## src/rtl/spi_pkg.sv

```systemverilog
// Shared SPI frame definitions used by both the master and slave sides.
// Frame = HI byte {marker 2'b10, value[13:8]} followed by LO byte value[7:0].
package spi_pkg;

   typedef enum logic {WAIT_HI = 1'b0, WAIT_LO = 1'b1} frame_state_e;

   localparam logic [1:0] HDR_MARK = 2'b10;
   localparam int         CNT_W    = 14;

   function automatic logic [7:0] pack_hi(input logic [CNT_W-1:0] value);
      return {HDR_MARK, value[CNT_W-1:8]};
   endfunction

endpackage

```

## src/rtl/spi_edge_detect.sv

```systemverilog
// Registers the (already synchronised) slave select and flags its edges.
// Strobes are high in the cycle the new ss_n level is first seen.
module spi_edge_detect (
   input  logic clk,
   input  logic reset,
   input  logic ss_n,
   output logic rise,
   output logic fall
);

   logic ss_q;

   // Idle level is high, so a transfer already active at reset exit shows as a fall.
   always_ff @(posedge clk) begin
      if (reset) ss_q <= 1'b1;
      else       ss_q <= ss_n;
   end

   assign rise = ss_n & ~ss_q;
   assign fall = ~ss_n & ss_q;

endmodule

```

## src/rtl/spi_frame_decoder.sv

```systemverilog
// Reassembles HI/LO byte pairs from the SPI slave into a range-checked counter value.
// Optional HI-to-LO timeout is enabled with the SPI_FRAME_TIMEOUT_EN macro.
module spi_frame_decoder
   import spi_pkg::*;
#(
   parameter int MAX_VALUE = 9999
`ifdef SPI_FRAME_TIMEOUT_EN
   ,
   parameter int TIMEOUT_CYCLES = 100_000
`endif
) (
   input  logic             clk,
   input  logic             reset,
   input  logic [7:0]       rx_data,
   input  logic             rx_done,
   input  logic             ss_n,
   output logic [CNT_W-1:0] counter,
   output logic             counter_valid,
   output logic             frame_err,
   output logic             busy
);

   // Handshake: rx_done is a one-cycle strobe qualifying rx_data (no back-pressure);
   // counter_valid / frame_err are one-cycle strobes, registered one cycle after rx_done.

   localparam logic [CNT_W-1:0] MAX_V = CNT_W'(MAX_VALUE);

   frame_state_e     state, cur_state, nxt_state;
   logic [5:0]       hi_reg;
   logic [CNT_W-1:0] lo_val;
   logic             ss_rise, ss_fall;
   logic             rx_ok, take_hi, load_cnt, err_now, tmo_expire;

   spi_edge_detect u_edge (
      .clk   (clk),
      .reset (reset),
      .ss_n  (ss_n),
      .rise  (ss_rise),
      .fall  (ss_fall)
   );

`ifdef SPI_FRAME_TIMEOUT_EN
   localparam int             TMO_W    = $clog2(TIMEOUT_CYCLES);
   localparam logic [TMO_W-1:0] TMO_LAST = TMO_W'(TIMEOUT_CYCLES - 1);
   logic [TMO_W-1:0] tmo_cnt;

   always_ff @(posedge clk) begin
      if (reset)                 tmo_cnt <= '0;
      else if (state == WAIT_LO) tmo_cnt <= tmo_cnt + 1'b1;
      else                       tmo_cnt <= '0;
   end

   assign tmo_expire = (state == WAIT_LO) && !ss_fall && (tmo_cnt == TMO_LAST);
`else
   assign tmo_expire = 1'b0;
`endif

   // A byte arriving in the cycle ss_n rises still belongs to the ending transfer.
   assign rx_ok     = rx_done & (~ss_n | ss_rise);
   assign cur_state = ss_fall ? WAIT_HI : state;
   assign lo_val    = {hi_reg, rx_data};

   always_comb begin
      nxt_state = cur_state;
      take_hi   = 1'b0;
      load_cnt  = 1'b0;
      err_now   = 1'b0;
      if (rx_ok) begin
         if (cur_state == WAIT_HI) begin
            if (rx_data[7:6] == HDR_MARK) begin
               take_hi   = 1'b1;
               nxt_state = WAIT_LO;
            end else begin
               err_now = 1'b1;
            end
         end else begin
            if (lo_val <= MAX_V) load_cnt = 1'b1;
            else                 err_now  = 1'b1;
            nxt_state = WAIT_HI;
         end
      end else if (tmo_expire) begin
         err_now   = 1'b1;
         nxt_state = WAIT_HI;
      end
      // Transfer ended with only the HI byte in hand: abort the frame.
      if (ss_rise && nxt_state == WAIT_LO) begin
         err_now   = 1'b1;
         nxt_state = WAIT_HI;
      end
   end

   always_ff @(posedge clk) begin
      if (reset) begin
         state         <= WAIT_HI;
         hi_reg        <= '0;
         counter       <= '0;
         counter_valid <= 1'b0;
         frame_err     <= 1'b0;
         busy          <= 1'b0;
      end else begin
         state         <= nxt_state;
         busy          <= (nxt_state == WAIT_LO);
         counter_valid <= load_cnt;
         frame_err     <= err_now;
         if (take_hi)  hi_reg  <= rx_data[5:0];
         if (load_cnt) counter <= lo_val;
      end
   end

endmodule

```

## config.mk

```make
export PLATFORM = sky130hd
export DESIGN_NAME = spi_frame_decoder
export DESIGN_NICKNAME = d
export VERILOG_FILES = /design/src/rtl/spi_pkg.sv /design/src/rtl/spi_edge_detect.sv /design/src/rtl/spi_frame_decoder.sv
export SDC_FILE = /design/constraint.sdc
export NUM_CORES = 1
export LEC_CHECK = 0
export ABC_AREA = 1
export BUFFER_PORTS_ARGS = -buffer_cell sky130_fd_sc_hd__buf_2
export CAP_MARGIN = 20
export CORE_UTILIZATION = 51
export DETAILED_ROUTE_END_ITERATION = 10
export GPL_TIMING_DRIVEN = 0
export PLACE_DENSITY = 0.79
export REMOVE_ABC_BUFFERS = 1
export SYNTH_ARGS = -nofsm -noshare
export SYNTH_HDL_FRONTEND = slang
export SYNTH_SLANG_ARGS = --single-unit
```

## constraint.sdc

```tcl
create_clock -name clk -period 1.75 [get_ports clk]
set_clock_uncertainty 0.15 [all_clocks]
set_input_delay 0.0875 -clock clk [delete_from_list [all_inputs] [get_ports clk]]
set_output_delay 0.0875 -clock clk [all_outputs]
set_load 0.03 [all_outputs]
```

==> results.json <==
{
  "initial_antenna_violation_count": 0,
  "outcome": "finished, final reports clean",
  "p_switching_mw": 0.2807,
  "worstMarginPinSlew_ns": 0.5369,
  "cp.arrival_ns": 1.78,
  "cts.sinks": 24,
  "most-common-layout-cells": "40 x sky130_fd_sc_hd__nand2_1, 35 x sky130_fd_sc_hd__inv_1, 28 x sky130_fd_sc_hd__buf_2",
  "end_kind": "flip-flop",
  "synthesis.area_um2": 1190,
  "insertedDiodeCount": 0,
  "number_of_global_route_vias_before_repair": 1046,
  "ys_seq_elements": 24,
  "fp.coreArea_um2": 2212,
  "dp_hpwl_um": 1590,
  "flip_flop_count_of_the_largest_register_after_layout": 14,
  "hold_viol": 0,
  "min-delay-path-class": "reg -> reg",
  "drtPass1Iterations": 4,
  "worstPathMaxFanout": 24,
  "fin_crit_ns": 1.667,
  "power.combinational.fraction_pct": 15.9,
  "seq_power_share_pct": 55.3,
  "synth.yosys.warnings": 0,
  "slew_hr_pct": 64.12,
  "drt_wl_total_um": 2471,
  "syn_inst": 180,
  "die_y_um": 50.30,
  "grt_start_max_net_pins": 24,
  "placedInstanceArea_um2": 1325,
  "fin_area_um2": 1486,
  "route.detailed.wl_per_inst_um": 10.09,
  "worst_path_most_repeated_cell": "sky130_fd_sc_hd__inv_2",
  "vdd_drop_max_mv": 0.4663,
  "final_net_count": 230,
  "met2_length_um": 1197,
  "crit_path_start_kind": "input pin",
  "root_buffer": "sky130_fd_sc_hd__clkbuf_4",
  "max-clock-path-buffers": 2,
  "routed-via-count": 1182,
  "drtAntennaViolNets": 0,
  "io-pin-count": 29,
  "p_int_mw": 0.7505,
  "tritoncts": "built",
  "die_w_um": 50.30,
  "cts.reportedPaths.clkPinSlew_ns": 0.13,
  "worst_setup_margin_ns": 0.08307,
  "switching_share_pct": 27.22,
  "synth_seq_area_share_pct": 40.38,
  "sequential_cell_area_um2": 480.5,
  "met3_wirelength_um": 120,
  "count_of_input_and_output_buffers": 28,
  "pre_cts_ws_ns": 0.1831,
  "mostFrequentLayoutCell": "sky130_fd_sc_hd__nand2_1",
  "h_tree_depth": 1,
  "path_class": "in -> reg",
  "clkPwrFrac_pct": 28.7,
  "gp_congestion": 0.8325,
  "peak_clock_frequency_supported_by_timing_mhz": 599.9,
  "dr.first_iter.drc_count": 28,
  "global_route_wire_length_before_repair_um": 4222,
  "power_leakage_nw": 0.7689,
  "global_route.overflow_total": 0,
  "track_usage_pct": 21.83,
  "critical_path.cell_chain": "dlygate4sd3_1, buf_2, inv_2, o21ai_2, inv_2, nand3_2, nand2_1, inv_1, nor2_1",
  "initial_utilization_pct": 53.79,
  "cts_inserted_buffers": 3,
  "powerDensity_nw_per_um2": 693.7,
  "highest-signal-layer": "met4",
  "cp_slowest_cell": "sky130_fd_sc_hd__dlygate4sd3_1",
  "drive_gt1_share_pct": 24.42,
  "syn2layout_area_growth_pct": 24.92,
  "routed_via_density": 4.824,
  "cpPeakStageDelay_ns": 0.53,
  "std_cell_rows": 17,
  "worstSkewPairLatency_ns": 0.32,
  "nFillCells": 209,
  "rsz0062_at_grt": "yes",
  "routedLengthMet1_um": 1081,
  "worstPathRequired_ns": 1.86,
  "drc": 0,
  "die_area_um2": 2530,
  "synth.distinct_cells": 18,
  "synthesis.area_per_instance_um2": 6.611,
  "post-route-period-util_pct": 95.25,
  "drv.max_cap_violation_count": 0,
  "timing.final.setup_violations": 0,
  "area_of_the_multi_input_gates_um2": 500.5,
  "report.final.slew_viol_count": 0
}
## layer usage
metal,vias to the layer above,track usage (%)
met2,38,35.56
met3,8,3.030
met5,-,0
met1,527,26.08
met4,0,15.74
li1,609,-
## area by class of cell
class                   instances  share of cell area [%]
flip-flops and latches         24                   32.32
well taps                      28                   2.357
clock buffers                   4                   2.441
multi-input cells             101                   33.67
inverters                      49                   12.37
repair buffers                 39                   16.83
## power by group through the flow
stage / clock [mW] / sequential, mW / combinational, mW
floorplan: 0 / 0.603 / 0.0767
global placement: 0 / 0.582 / 0.139
detailed placement: 0 / 0.583 / 0.141
CTS: 0.304 / 0.571 / 0.160
global route: 0.322 / 0.573 / 0.183
finish: 0.296 / 0.571 / 0.164
## worst max-delay path: cells and delay by family
| kind | cells | cell delay (ns) |
|---|---|---|
| simple gates | 3 | 0.47 |
| compound gates | 1 | 0.08 |
| buf+inv | 5 | 1.12 |
## path summary, 6_finish.rpt
path | cells after the start | endpoint | slack (ns) | from
setup / recovery | 9 | counter[11]$_SDFFE_PP0P_ | 0.08 | ss_n
setup reg to reg | 7 | hi_reg[1]$_SDFFE_PP0P_ | 0.15 | u_edge.ss_q$_SDFF_PP1_
hold reg to reg | 2 | hi_reg[2]$_SDFFE_PP0P_ | 0.33 | hi_reg[2]$_SDFFE_PP0P_
hold / removal | 2 | hi_reg[2]$_SDFFE_PP0P_ | 0.33 | hi_reg[2]$_SDFFE_PP0P_
## synthesized netlist by cell type
cell / count / area, um^2
sky130_fd_sc_hd__o21ai_2: 1 / 8.760
sky130_fd_sc_hd__inv_1: 35 / 131.4
sky130_fd_sc_hd__nand2_4: 1 / 11.26
sky130_fd_sc_hd__inv_2: 10 / 37.54
sky130_fd_sc_hd__a21oi_1: 7 / 35.03
sky130_fd_sc_hd__dfxtp_1: 24 / 480.5
sky130_fd_sc_hd__clkbuf_1: 1 / 3.750
sky130_fd_sc_hd__a21boi_4: 1 / 18.77
sky130_fd_sc_hd__clkinv_1: 4 / 15.01
sky130_fd_sc_hd__nand2_2: 6 / 37.54
sky130_fd_sc_hd__nand3_4: 1 / 17.52
sky130_fd_sc_hd__buf_2: 5 / 25.02
sky130_fd_sc_hd__nor2_1: 21 / 78.83
sky130_fd_sc_hd__nand3_1: 7 / 35.03
sky130_fd_sc_hd__nor3_1: 1 / 5.000
sky130_fd_sc_hd__nand4_1: 14 / 87.58
sky130_fd_sc_hd__buf_6: 1 / 11.26
sky130_fd_sc_hd__nand2_1: 40 / 150.1
## cells by family (layout without fill, tap and decap cells)
kind of cell	Yosys count	count (layout)	synth area share, %
AO/OA/AOI/OAI	9	9	5.258
buffers and inverters	56	92	18.82
AND/OR/NAND/NOR	91	92	35.54
flip-flops	24	24	40.38
## metrics by stage
stage               power, mW  std cells  util (%)  TNS (ns)  hold slack (ns)
floorplan              0.6798        173         -         0         0.006566
global placement       0.7203        229     59.90         0           0.1554
detailed placement     0.7241        229     59.90         0           0.1624
CTS                     1.035        244     66.52         0           0.3350
global route            1.078        245     67.19  -0.03542           0.3609
finish                  1.031        245     67.19         0           0.3272
## what timing repair did
item                                    in CTS  in global routing
buffers inserted                             0                  0
gates resized for setup                      0                  1
hold endpoints to repair                    18                  0
hold buffers                                11                  0
endpoints found under the setup margin       0                  2
(Power assumes the default switching activity.)
